### config.mk
export PLATFORM = sky130hd
export DESIGN_NAME = qdiv_issue_flat
export DESIGN_NICKNAME = d
export VERILOG_FILES = /design/src/rtl/qdiv_pkg.sv /design/src/rtl/qdiv_issue_if.sv /design/src/rtl/qdiv_issue_fifo.sv /design/src/rtl/qdiv_issue.sv /design/src/flat_wrapper.sv
export SDC_FILE = /design/constraint.sdc
export NUM_CORES = 1
export LEC_CHECK = 0
export CORE_MARGIN = 3
export CORE_UTILIZATION = 58
export DETAILED_ROUTE_END_ITERATION = 6
export GPL_ROUTABILITY_DRIVEN = 0
export PLACE_DENSITY = 0.85
export RECOVER_POWER = 100
export SLEW_MARGIN = 30
export SYNTH_ARGS = -nofsm -noshare
export SYNTH_HDL_FRONTEND = slang
export SYNTH_SLANG_ARGS = --single-unit
### constraint.sdc
create_clock -name clk -period 8.7 [get_ports clk]
set_input_delay 1.74 -clock clk [delete_from_list [all_inputs] [get_ports clk]]
set_output_delay 1.74 -clock clk [all_outputs]
set_load 0.03 [all_outputs]
### src/rtl/qdiv_pkg.sv
// Shared types and constants for the fixed-point divide issue controller.
package qdiv_pkg;

  localparam int N_DEF = 32;
  localparam int Q_DEF = 15;

  // All-ones source for the divide-by-zero saturation magnitude; sliced to N-1 bits.
  localparam logic [63:0] SAT_ONES = '1;

  typedef enum logic [1:0] {
    ST_IDLE  = 2'd0,
    ST_ISSUE = 2'd1,
    ST_WAIT  = 2'd2,
    ST_HOLD  = 2'd3
  } state_t;

endpackage

### src/rtl/qdiv_issue_if.sv
// Operand, divider and result signal bundle for qdiv_issue.
interface qdiv_issue_if
  import qdiv_pkg::*;
#(
  parameter int N = N_DEF
);
  logic         in_valid;
  logic         in_ready;
  logic [N-1:0] in_dividend;
  logic [N-1:0] in_divisor;

  logic         div_start;
  logic [N-1:0] div_dividend;
  logic [N-1:0] div_divisor;
  logic [N-1:0] div_quotient;
  logic         div_complete;

  logic         out_valid;
  logic         out_ready;
  logic [N-1:0] out_quotient;
  logic         out_divzero;

  modport slave (
    input  in_valid, in_dividend, in_divisor, div_quotient, div_complete, out_ready,
    output in_ready, div_start, div_dividend, div_divisor, out_valid, out_quotient, out_divzero
  );

  modport master (
    output in_valid, in_dividend, in_divisor, div_quotient, div_complete, out_ready,
    input  in_ready, div_start, div_dividend, div_divisor, out_valid, out_quotient, out_divzero
  );
endinterface

### src/rtl/qdiv_issue_fifo.sv
// Operand-pair FIFO; DEPTH must be a power of two. A push while full is
// only taken when a pop happens in the same cycle.
module qdiv_issue_fifo #(
  parameter int W     = 64,
  parameter int DEPTH = 4
) (
  input  logic         clk,
  input  logic         rst,
  input  logic         push_i,
  input  logic [W-1:0] data_i,
  input  logic         pop_i,
  output logic [W-1:0] data_o,
  output logic         full_o,
  output logic         empty_o
);
  localparam int AW = $clog2(DEPTH);

  logic [W-1:0] mem_q [DEPTH];
  logic [AW:0]  wr_ptr_q, rd_ptr_q;
  logic         do_push, do_pop;

  assign empty_o = (wr_ptr_q == rd_ptr_q);
  assign full_o  = (wr_ptr_q[AW] != rd_ptr_q[AW]) &&
                   (wr_ptr_q[AW-1:0] == rd_ptr_q[AW-1:0]);
  assign do_pop  = pop_i && !empty_o;
  assign do_push = push_i && (!full_o || do_pop);
  assign data_o  = mem_q[rd_ptr_q[AW-1:0]];

  // Pointer update; extra MSB distinguishes full from empty.
  always_ff @(posedge clk) begin
    if (rst) begin
      wr_ptr_q <= '0;
      rd_ptr_q <= '0;
    end else begin
      if (do_push) wr_ptr_q <= wr_ptr_q + 1'b1;
      if (do_pop)  rd_ptr_q <= rd_ptr_q + 1'b1;
    end
  end

  // Storage write; contents need no reset since pointers gate visibility.
  always_ff @(posedge clk) begin
    if (do_push) mem_q[wr_ptr_q[AW-1:0]] <= data_i;
  end
endmodule

### src/rtl/qdiv_issue.sv
// Issue controller for an external sign-magnitude fixed-point divider.
// Queues operand pairs, issues one at a time, waits out the divider's
// minimum latency, then holds the result until accepted.
// Optional: define QDIV_ISSUE_DIVZERO_EN to resolve zero divisors locally
// with a saturated quotient and the out_divzero flag.
//
// state    | meaning
// ---------+-----------------------------------------------------------
// ST_IDLE  | nothing in flight, waiting for a queued operand pair
// ST_ISSUE | operands loaded, div_start pulsed (or zero divisor resolved)
// ST_WAIT  | divider running, latency counter advancing
// ST_HOLD  | result presented on out_*, waiting for out_ready
module qdiv_issue
  import qdiv_pkg::*;
#(
  parameter int N     = N_DEF,
  parameter int Q     = Q_DEF,
  parameter int DEPTH = 4
) (
  input  logic         clk,
  input  logic         rst,
  qdiv_issue_if.slave  bus
);
  localparam int            CW  = $clog2(N + Q + 1) + 1;
  localparam logic [CW-1:0] LAT = CW'(N + Q);

  state_t          state_q, state_d;
  logic [CW-1:0]   cnt_q, cnt_d;
  logic [N-1:0]    dividend_q, divisor_q, result_q;
  logic            fifo_full, fifo_empty, fifo_push, fifo_pop;
  logic [2*N-1:0]  fifo_head;
  logic            ld_ops, cap_div, start_c, valid_c;
`ifdef QDIV_ISSUE_DIVZERO_EN
  logic            divzero_q, div_by_zero, cap_zero;
  assign div_by_zero = (divisor_q[N-2:0] == '0);
`endif

  assign fifo_push = bus.in_valid && !fifo_full;

  qdiv_issue_fifo #(
    .W     (2 * N),
    .DEPTH (DEPTH)
  ) u_fifo (
    .clk     (clk),
    .rst     (rst),
    .push_i  (fifo_push),
    .data_i  ({bus.in_dividend, bus.in_divisor}),
    .pop_i   (fifo_pop),
    .data_o  (fifo_head),
    .full_o  (fifo_full),
    .empty_o (fifo_empty)
  );

  // Next-state, counter and strobe decode.
  always_comb begin
    state_d  = state_q;
    cnt_d    = cnt_q;
    fifo_pop = 1'b0;
    ld_ops   = 1'b0;
    cap_div  = 1'b0;
    start_c  = 1'b0;
    valid_c  = 1'b0;
`ifdef QDIV_ISSUE_DIVZERO_EN
    cap_zero = 1'b0;
`endif
    case (state_q)
      ST_IDLE: begin
        if (!fifo_empty) begin
          fifo_pop = 1'b1;
          ld_ops   = 1'b1;
          state_d  = ST_ISSUE;
        end
      end
      ST_ISSUE: begin
        cnt_d = '0;
`ifdef QDIV_ISSUE_DIVZERO_EN
        if (div_by_zero) begin
          cap_zero = 1'b1;
          state_d  = ST_HOLD;
        end else begin
          start_c = 1'b1;
          state_d = ST_WAIT;
        end
`else
        start_c = 1'b1;
        state_d = ST_WAIT;
`endif
      end
      ST_WAIT: begin
        // div_complete is only trusted once the minimum latency has elapsed.
        if ((cnt_q >= LAT) && bus.div_complete) begin
          cap_div = 1'b1;
          state_d = ST_HOLD;
        end else if (cnt_q != '1) begin
          cnt_d = cnt_q + 1'b1;
        end
      end
      ST_HOLD: begin
        valid_c = 1'b1;
        if (bus.out_ready) begin
          if (!fifo_empty) begin
            fifo_pop = 1'b1;
            ld_ops   = 1'b1;
            state_d  = ST_ISSUE;
          end else begin
            state_d = ST_IDLE;
          end
        end
      end
      default: state_d = ST_IDLE;
    endcase
  end

  // State, counter and operand registers.
  always_ff @(posedge clk) begin
    if (rst) begin
      state_q    <= ST_IDLE;
      cnt_q      <= '0;
      dividend_q <= '0;
      divisor_q  <= '0;
    end else begin
      state_q <= state_d;
      cnt_q   <= cnt_d;
      if (ld_ops) begin
        dividend_q <= fifo_head[2*N-1:N];
        divisor_q  <= fifo_head[N-1:0];
      end
    end
  end

  // Result capture from the divider or from the zero-divisor shortcut.
  always_ff @(posedge clk) begin
    if (rst) begin
      result_q <= '0;
    end else if (cap_div) begin
      result_q <= bus.div_quotient;
`ifdef QDIV_ISSUE_DIVZERO_EN
    end else if (cap_zero) begin
      result_q <= {dividend_q[N-1] ^ divisor_q[N-1], SAT_ONES[N-2:0]};
`endif
    end
  end

`ifdef QDIV_ISSUE_DIVZERO_EN
  // Divide-by-zero flag follows whichever path produced the held result.
  always_ff @(posedge clk) begin
    if (rst) begin
      divzero_q <= 1'b0;
    end else if (cap_zero) begin
      divzero_q <= 1'b1;
    end else if (cap_div) begin
      divzero_q <= 1'b0;
    end
  end
  assign bus.out_divzero = divzero_q;
`else
  assign bus.out_divzero = 1'b0;
`endif

  assign bus.in_ready     = !fifo_full;
  assign bus.div_start    = start_c;
  assign bus.div_dividend = dividend_q;
  assign bus.div_divisor  = divisor_q;
  assign bus.out_valid    = valid_c;
  assign bus.out_quotient = result_q;
endmodule

### src/flat_wrapper.sv
// flat-port wrapper written by rule: the top's interface ports become plain ports
module qdiv_issue_flat import qdiv_pkg::*;
#(
  parameter int N     = N_DEF,
  parameter int Q     = Q_DEF,
  parameter int DEPTH = 4
)
  (clk, rst, bus_in_valid, bus_in_dividend, bus_in_divisor, bus_div_quotient, bus_div_complete, bus_out_ready, bus_in_ready, bus_div_start, bus_div_dividend, bus_div_divisor, bus_out_valid, bus_out_quotient, bus_out_divzero);
  qdiv_issue_if #(.N(N)) bus_i ();
  input  logic clk;
  input  logic rst;
  input wire logic [$bits(bus_i.in_valid)-1:0] bus_in_valid;
  input wire logic [$bits(bus_i.in_dividend)-1:0] bus_in_dividend;
  input wire logic [$bits(bus_i.in_divisor)-1:0] bus_in_divisor;
  input wire logic [$bits(bus_i.div_quotient)-1:0] bus_div_quotient;
  input wire logic [$bits(bus_i.div_complete)-1:0] bus_div_complete;
  input wire logic [$bits(bus_i.out_ready)-1:0] bus_out_ready;
  output wire logic [$bits(bus_i.in_ready)-1:0] bus_in_ready;
  output wire logic [$bits(bus_i.div_start)-1:0] bus_div_start;
  output wire logic [$bits(bus_i.div_dividend)-1:0] bus_div_dividend;
  output wire logic [$bits(bus_i.div_divisor)-1:0] bus_div_divisor;
  output wire logic [$bits(bus_i.out_valid)-1:0] bus_out_valid;
  output wire logic [$bits(bus_i.out_quotient)-1:0] bus_out_quotient;
  output wire logic [$bits(bus_i.out_divzero)-1:0] bus_out_divzero;
  assign bus_i.in_valid = bus_in_valid;
  assign bus_i.in_dividend = bus_in_dividend;
  assign bus_i.in_divisor = bus_in_divisor;
  assign bus_i.div_quotient = bus_div_quotient;
  assign bus_i.div_complete = bus_div_complete;
  assign bus_i.out_ready = bus_out_ready;
  assign bus_in_ready = bus_i.in_ready;
  assign bus_div_start = bus_i.div_start;
  assign bus_div_dividend = bus_i.div_dividend;
  assign bus_div_divisor = bus_i.div_divisor;
  assign bus_out_valid = bus_i.out_valid;
  assign bus_out_quotient = bus_i.out_quotient;
  assign bus_out_divzero = bus_i.out_divzero;
  qdiv_issue #(.N(N), .Q(Q), .DEPTH(DEPTH)) u_core (.clk(clk), .rst(rst), .bus(bus_i));
endmodule
After elaboration in Yosys (flattened, before gate mapping)
Memories as Yosys holds them, arrays and structs flattened. A register that Yosys moved wholly into a read port is not among the register bits.
Index checks and enable logic that the tools add are counted.

storage, ports and cells
  register bits = 47
  bits in writable memories = 256
  input port bits = 101
  output and inout port bits = 100
  memories = 1

operators by class
  mux-type cells = 17
  $lt $le $gt $ge = 1
  reduce and logical (&&, ||, !) cells = 12
  add/subtract/negate cells = 3
  eq/ne operators = 12

memories
  name                 words  bits a word  rd ports  clocked after memory_dff  wr ports  line                   text
  u_core.u_fifo.mem_q  4      64           1         1                         1         qdiv_issue_fifo.sv:18  logic [W-1:0] mem_q [DEPTH];

operators with widths
  cell                                                                                 count
  7-bit 2-to-1 mux                                                                     2
  7-bit one-hot mux with 2 select lines                                                1
  1-bit 2-to-1 mux                                                                     9
  2-bit one-hot mux with 4 select lines                                                1
  7-bit by 1-bit adder with 7-bit output, second input constant                        1
  7-bit by 6-bit greater-or-equal comparator with 1-bit output, second input constant  1
  7-bit inequality test, second input constant                                         1
  3-bit by 1-bit adder with 3-bit output, second input constant                        2
  2-bit 2-to-1 mux                                                                     3
  2-bit inequality test, second input constant                                         3
  3-bit AND reduction                                                                  2
  1-bit logical AND                                                                    5
  2-bit == test, second input constant                                                 2
  2-bit by 1-bit inequality test with 1-bit output, second input constant              2
  3-bit == test                                                                        1
  2-bit by 1-bit == test with 1-bit output, second input constant                      1
  2-bit == test                                                                        1
  1-bit zero test                                                                      2
  2-bit zero test                                                                      1
  1-bit one-hot mux with 2 select lines                                                1
  2-bit nonzero test                                                                   1
  1-bit logical OR                                                                     1
  1-bit inequality test                                                                1

Logic depth before layout (Yosys ltp)
Gate-level depths: netlist (run 1).

  word-level depth = 9
  mapped depth = 8

Cells and area by module
A second synthesis (run 1) with hierarchy kept.

second synthesis, totals
  cells, all modules = 890
  area, all modules = 13809.5 µm²

modules (own cells, without submodules)
  module           seq. area each (µm²)  area an instance (µm²)  instances  cells each
  qdiv_issue_fifo  7847.5                9755.6                  1          389
  qdiv_issue       2102.0                4053.9                  1          501

Least setup slack after synthesis (run 1)
OpenSTA, ideal clock, no wires.

  kind = input to register
  from = input port bus_in_valid
  to = memory u_core.u_fifo.mem_q[0][0], enable pin
  setup time = 429 ps
  slack = 4779 ps
  arrival time = 3492 ps
  required time = 8271 ps
  cell stages on the path = 2
  path through = o31a_1 -> and2_1

on the way
  cells in the longest elaborated chain, start to end = 4

RTL lines
  element                                 line                   text
  start, declared                         flat_wrapper.sv:12     input wire logic [$bits(bus_i.in_valid)-1:0] bus_in_valid;
  1-bit logical AND                       qdiv_issue.sv:38       assign fifo_push = bus.in_valid && !fifo_full;
  1-bit logical AND                       qdiv_issue_fifo.sv:26  assign do_push = push_i && (!full_o || do_pop);
  1-bit 2-to-1 mux                        qdiv_issue_fifo.sv:42  if (do_push) mem_q[wr_ptr_q[AW-1:0]] <= data_i;
  1-bit 2-to-1 mux (not written as such)  qdiv_issue_fifo.sv:42
  end, declared                           qdiv_issue_fifo.sv:18

No other way between the ends.

Final worst setup path (run 1)
  from = input port bus_in_valid
  to = memory u_core.u_fifo.mem_q[2][61], enable pin

The elaborated chain is that of the path after synthesis.

==> summary.md, run 1 <==
| Metric | Value |
|---|---|
| Clk pin slew, worst setup/hold paths | `60 ps` |
| Filler Cells Inserted | `1378` |
| Leakage | `5.77 nW` |
| Max-cap violations | `8` |
| Final nets | `1177` |
| Mapped Nets | `980` |
| Max Buffers Root-to-Sink | `3` |
| Worst hold-check slack | `451 ps` |
| Pwr Density | `297 nW/um^2` |
| Clock Tree Root | `clkbuf_16` |
| Fraction of layout cells with a size suffix above 1 | `12.0%` |
| Storage cell area | `9920 sq um` |
| Initial DRC count | `608` |
| Post-synthesis register bit count | `367` |
| Slew @ Worst Pin | `4090 ps` |
| Nature of the critical path endpoint | `flop` |
| CP max FO | `38` |
| # DRC | `0` |
| Clock period minus final worst setup slack | `slightly below 6000 ps` |
| CP Data Required Time | `8770 ps` |
| CP startpoint kind | `input pin` |
| Placed cells | `1336` |
| Remaining global-route overflow | `0` |
| Tot GR Track Use | `about 23%` |
| ANT nets after route | `0` |
| I/O Pins | `201` |
| Skew-Pair Late Insertion Delay | `510 ps` |
| Post-Synthesis Cells | `868` |
| Synthesized area | `13600 sq um` |
| Seq/Total Area, Yosys | `73.1%` |
| Wirelength per Cell | `20.6 um` |
| PostCTS Resize Cnt | `0` |
| Setup TNS | `0 ps` |
| Largest net degree at the start of global routing | `112` |
| Warnings, synthesis | `0` |
| Layout Cells excl Fill | `approximately 1400` |
| VDD IR max | `0.190 mV` |
| Flop2flop setup slack | `3640 ps` |
| DIE AREA | `roughly 25000 sq um` |
| Postcts setup bufs | `0` |
| Final Cycle Share | `67.2%` |
| Crit-path cells | `dlygate4sd3_1 > o31a_1 > and2_0 > clkbuf_1` |
| Die height | `159 um` |
| Vias | `8024` |
| Failing checks | `max-capacitance violations, max-slew violations` |
| Chip Width | `159 um` |
| Row Count | `55` |
| Netlist cell types | `45` |
| Core area | `between 20000 and 25000 sq um` |
| Vias in the first global route | `around 8300` |
| Fin. Hold Viols | `0` |
| Final setup viols | `0` |
| Buf/Inv on CP | `2` |
| Clock buffer count from CTS | `37` |
| H-tree depth | `2` |
| Status | `finished with violations` |
| Via density | `5.71` |
| Critical path class | `input pin to flop` |
| Number of synthesized flops with an enable pin | `256` |
| Routed WL | `between 20000 and 30000 um` |
| P&R area growth vs syn | `24.8%` |
| Worst rel slew slack | `-173%` |
| HPWL Detailed | `16800 um` |
| Clk sinks | `367` |
| DRT Pass-1 Iters | `6` |
| Achievable frequency | `0.171 GHz` |
| Port buffer count | `between 150 and 200` |
| Syn avg cell area | `15.6 sq um` |
| CP top delay family | `buffers and inverters` |
| Global-route wire length before repair | `between 40000 and 50000 um` |
| CTS tree | `yes` |
| Synth async-reset ratio | `0%` |
| Pwr Total | `between 5 and 6 mW` |
| Clk_skew | `between 10 and 15 ps` |
| Prevailing post-synth register cell | `edfxtp_1` |
| CP peak stage delay | `about 1800 ps` |
| Unrepaired setup endpoints after global routing | `no` |
| Initial antenna violation count | `5` |
| Initial Utilization | `between 50% and 60%` |
| Min-delay worst type | `flop to flop` |
| Crit path max-delay cell type | `clkbuf_1` |
| Fin. max-slew vios | `333` |
| Area occupied by multi-input gates | `3350 sq um` |
| CP arrival | `5920 ps` |
| Hold-fix buffers, CTS | `0` |
synth_stat cells (3+ instances only):
cell,count,area share (%)
or3_1,5,0.23
xor2_1,3,0.19
or4_1,3,0.17
nor2_1,6,0.17
o21ai_0,5,0.18
a31oi_1,3,0.14
nand3_1,6,0.22
dfxtp_1,111,16
inv_1,10,0.28
and2_1,3,0.14
ha_1,11,1.0
buf_6,3,0.25
mux4_2,64,11
nand2_1,196,5.4
clkbuf_1,22,0.61
a21oi_1,103,3.8
xnor2_1,5,0.32
buf_4,10,0.55
edfxtp_1,256,57
buf_2,14,0.52
routing by layer:
| layer | global-route usage (%) | part of all wire, % |
|---|---|---|
| met1 | 28.9 | 38 |
| met2 | 39.8 | 52 |
| met3 | 5.48 | 7.1 |
| met4 | 7.08 | 2.9 |
| met5 | 0 | 0.18 |
cells in the final DEF (no fill, tap or decap), drive strengths merged, types with 2 or more instances in the layout:
| cell type | instances |
|---|---|
| mux4 | 64 |
| edfxtp | 256 |
| a211oi | 3 |
| a21oi | 103 |
| clkinvlp | 3 |
| a41oi | 2 |
| and2 | 3 |
| nand2 | 196 |
| xor2 | 3 |
| a31oi | 3 |
| nor2 | 6 |
| buf | 5 |
| or3 | 5 |
| or4 | 3 |
| clkinv | 7 |
| xnor2 | 5 |
| o31ai | 3 |
| nor2b | 2 |
| o211ai | 2 |
| bufinv | 2 |
| dfxtp | 111 |
| inv | 9 |
| dlygate4sd3 | 165 |
| clkdlybuf4s50 | 33 |
| ha | 11 |
| clkbuf | 60 |
| nand3 | 6 |
| o21ai | 6 |
| a311oi | 2 |
area by class of cell:
| cell class | instances | share of cell area, % |
|---|---|---|
| Clock buffer | 55 | 6.23 |
| Antenna cell | 1 | 0.0148 |
| Sequential cell | 367 | 58.6 |
| Inverter | 10 | 0.229 |
| Timing Repair Buffer | 208 | 12.1 |
| Clock inverter | 11 | 0.702 |
| Multi-Input combinational cell | 441 | 19.8 |
| Tap cell | 313 | 2.31 |
worst min-delay path, cell delays in order (launching register included):
cell and delay [ps]:
dfxtp_1 300, nand2_1 50, a21oi_1 50
power breakdown:
part	leakage, nW	internal [mW]	total (mW)	switching [mW]
registers	3.25	2.06	2.19	0.127
clock network	0.567	0.901	1.52	0.616
logic	1.95	0.533	1.32	0.785
kinds of logic after synthesis:
kind of cell | synth area share, %
buf+inv | 2.23
simple gates | 6.79
flops | 73.1
other cells | 0.0276
fa+ha+maj | 1.01
xor+xnor | 0.517
compound gates | 5.65
mux | 10.7
path summary, 6_finish.rpt:
kind / depth (start not counted) / startpoint / end
setup / recovery: 4 / bus_in_valid / u_core.u_fifo.mem_q[2][61]
hold / removal: 2 / u_core.bus.div_divisor[12] / u_core.bus.div_divisor[12]
setup reg to reg: 4 / u_core.u_fifo.rd_ptr_q[0] / u_core.u_fifo.mem_q[2][61]
hold reg to reg: 2 / u_core.bus.div_divisor[12] / u_core.bus.div_divisor[12]
stage by stage:
step                      worst slack [ps]  utilization, %  instance area (sq um)
after floorplan                       4780               -                  13600
after global placement                4710            69.1                  15700
after detailed placement              4620            69.3                  15800
after CTS                             4170            74.4                  17000
after global routing                  2500            74.3                  16900
final                                 2850            74.3                  16900
registers in the layout (all words and copies together) (netlist names):
name and flops:
u_core.cnt_q 7, u_core.u_fifo.rd_ptr_q 3, u_core.u_fifo.mem_q 256, u_core.bus.div_dividend 32, u_core.bus.out_quotient 32, u_core.state_q 2
u_core.u_fifo.wr_ptr_q 3, u_core.bus.div_divisor 32
(Power assumes the default switching activity.)
==> run 2, diff against run 1 <==
CORE_UTILIZATION = 54   (was 58)
PLACE_DENSITY = 0.8   (was 0.85)
clock period = 5.4 ns   (was 8.7 ns; I/O delays follow)
==> run 2 against run 1 <==
The run still ends with max-capacitance violations, max-slew violations left. Count of clock-buffer cells in the layout shrank 4. Clock skew grew 8.8 ps. Largest cell class unchanged. Largest power group unchanged. Register-to-register slack got worse by 2200 ps. Combinational power up 61%. Clock power rose by 61%. Critical path type unchanged. Sequential power increased by 58%. Power rose by 60%. First-iteration DRC count up 4.8%. Critical endpoint is now u_core.u_fifo.mem_q[0][27]. Worst hold slack worse by 2.5 ps. Die area up 7.1%.
==> summary.md, run 2 (same netlist as run 1, synthesis figures left out) <==
| Metric | Value |
|---|---|
| Commonest non-fill, non-tap cell in the layout | `edfxtp_1` |
| Chip Width | `164 um` |
| ANT nets after route | `0` |
| Vias in the first global route | `7974` |
| Initial antenna violation count | `2` |
| Worst rel slew slack | `-79.3%` |
| Max-cap violations | `5` |
| Final Cycle Share | `73.6%` |
| Fraction of layout cells with a size suffix above 1 | `12.3%` |
| Global-route wire length before repair | `43300 um` |
| I/O Pins | `201` |
| Internal power consumption | `5.63 mW` |
| Clock buffer count from CTS | `37` |
| Final setup margin | `about 1400 ps` |
| Switching share of power | `between 20 and 30%` |
| Flop pwr share | `43.2%` |
| Pwr Density | `between 400 and 500 nW/um^2` |
| DRT Pass-1 Iters | `5` |
| Final nets | `1177` |
| HPWL Detailed | `roughly 16000 um` |
| Clk pwr share | `30.4%` |
| DIE AREA | `27100 sq um` |
| P&R area growth vs syn | `25.3%` |
| Clk_skew | `21.0 ps` |
| Unrepaired setup endpoints after global routing | `no` |
| Routed WL | `27900 um` |
| Most frequent cells in the layout | `256 x edfxtp_1, 196 x nand2_1, 164 x dlygate4sd3_1` |
| H-tree depth | `2` |
| Fin. Hold Viols | `0` |
| Hold-fix buffers, CTS | `0` |
| CP Data Required Time | `5580 ps` |
| Clock period minus final worst setup slack | `3970 ps` |
| CP startpoint kind | `input pin` |
| Max Buffers Root-to-Sink | `3` |
| Status | `finished with violations` |
| Vias | `7816` |
| VDD IR max | `0.331 mV` |
| Slew @ Worst Pin | `between 2000 and 3000 ps` |
| Clk pin slew, worst setup/hold paths | `60 ps` |
| Largest net degree at the start of global routing | `112` |
| Initial Utilization | `approximately 55%` |
| Nature of the critical path endpoint | `flop` |
| Leakage | `5.81 nW` |
| CTS tree | `yes` |
| Final setup viols | `0` |
| Failing checks | `max-capacitance violations, max-slew violations` |
| PostCTS Resize Cnt | `0` |
| Switching Power | `2.41 mW` |
| Min-delay worst type | `flop to flop` |
| Fin. max-slew vios | `225` |
| Setup TNS | `0 ps` |
| Core area | `between 20000 and 25000 sq um` |
| Remaining global-route overflow | `0` |
| Row Count | `57` |
| Gate power share | `a little over a quarter` |
| Via density | `5.51` |
| Achievable frequency | `0.252 GHz` |
| Port buffer count | `199` |
| CP arrival | `4160 ps` |
| Wirelength per Cell | `slightly below 20 um` |
| Worst hold-check slack | `448 ps` |
| Tot GR Track Use | `20.6%` |
| Clk sinks | `367` |
| # DRC | `0` |
| Postcts setup bufs | `0` |
| Skew-Pair Late Insertion Delay | `510 ps` |
| Die height | `164 um` |
| Initial DRC count | `637` |
| CP max FO | `34` |
| Clock Tree Root | `clkbuf_16` |
| Post-place setup slack | `2130 ps` |
| Critical path class | `input pin to flop` |
| Max FFs per register | `about 260` |
| Pwr Total | `~8 mW` |
| Util after Layout | `around 69%` |
-- run 2: layer usage --
metal / vias to the layer above / part of all wire, % / GRT usage, %
li1: 3630 / - / -
met1: 3826 / 39 / 26.3
met2: 298 / 50 / 35.6
met3: 60 / 7.5 / 4.24
met4: 2 / 3.1 / 7.01
met5: - / 0.047 / 0
-- run 2: power by group through the flow --
stage / logic (mW) / registers (mW) / clock network, mW
2_1_floorplan: 1.18 / 3.81 / 0
5_1_grt: 2.30 / 3.51 / 2.61
4_1_cts: 2.22 / 3.48 / 2.50
6_report: 2.12 / 3.47 / 2.45
3_3_place_gp: 2.16 / 3.53 / 0
3_5_place_dp: 2.20 / 3.54 / 0
-- run 2: worst paths after layout --
check / cells after the start / startpoint / slack, ps / end
worst max-delay path: 4 / bus_in_valid / 1430 / u_core.u_fifo.mem_q[0][27]
worst min-delay path: 2 / u_core.bus.out_quotient[10] / 450 / u_core.bus.out_quotient[10]
worst max register to register: 4 / u_core.u_fifo.wr_ptr_q[2] / 1460 / u_core.u_fifo.mem_q[0][27]
worst min register to register: 2 / u_core.bus.out_quotient[10] / 450 / u_core.bus.out_quotient[10]
-- run 2: layout make-up --
| class | instances | area (sq um) |
|---|---|---|
| Clock inverter | 16 | 158 |
| Clock buffer | 51 | 1020 |
| Antenna cell | 1 | 2.50 |
| Sequential cell | 367 | 9910 |
| Timing Repair Buffer | 208 | 2100 |
| Multi-Input combinational cell | 441 | 3350 |
| Fill cell | 1650 | 7540 |
| Tap cell | 324 | 405 |
| Inverter | 10 | 38.8 |
-- run 2: worst max-delay path, stage by stage --
cell             delay, ps
clkdlybuf4s50_1        500
o31a_1                 260
and2_0                1980
buf_12                 300
-- run 2: through the flow --
step | instances | area [sq um]
after floorplan | 868 | 13600
after CTS | 1415 | 17000
after global placement | 1347 | 15800
final | 1418 | 17000
after detailed placement | 1348 | 15800
after global routing | 1418 | 17000
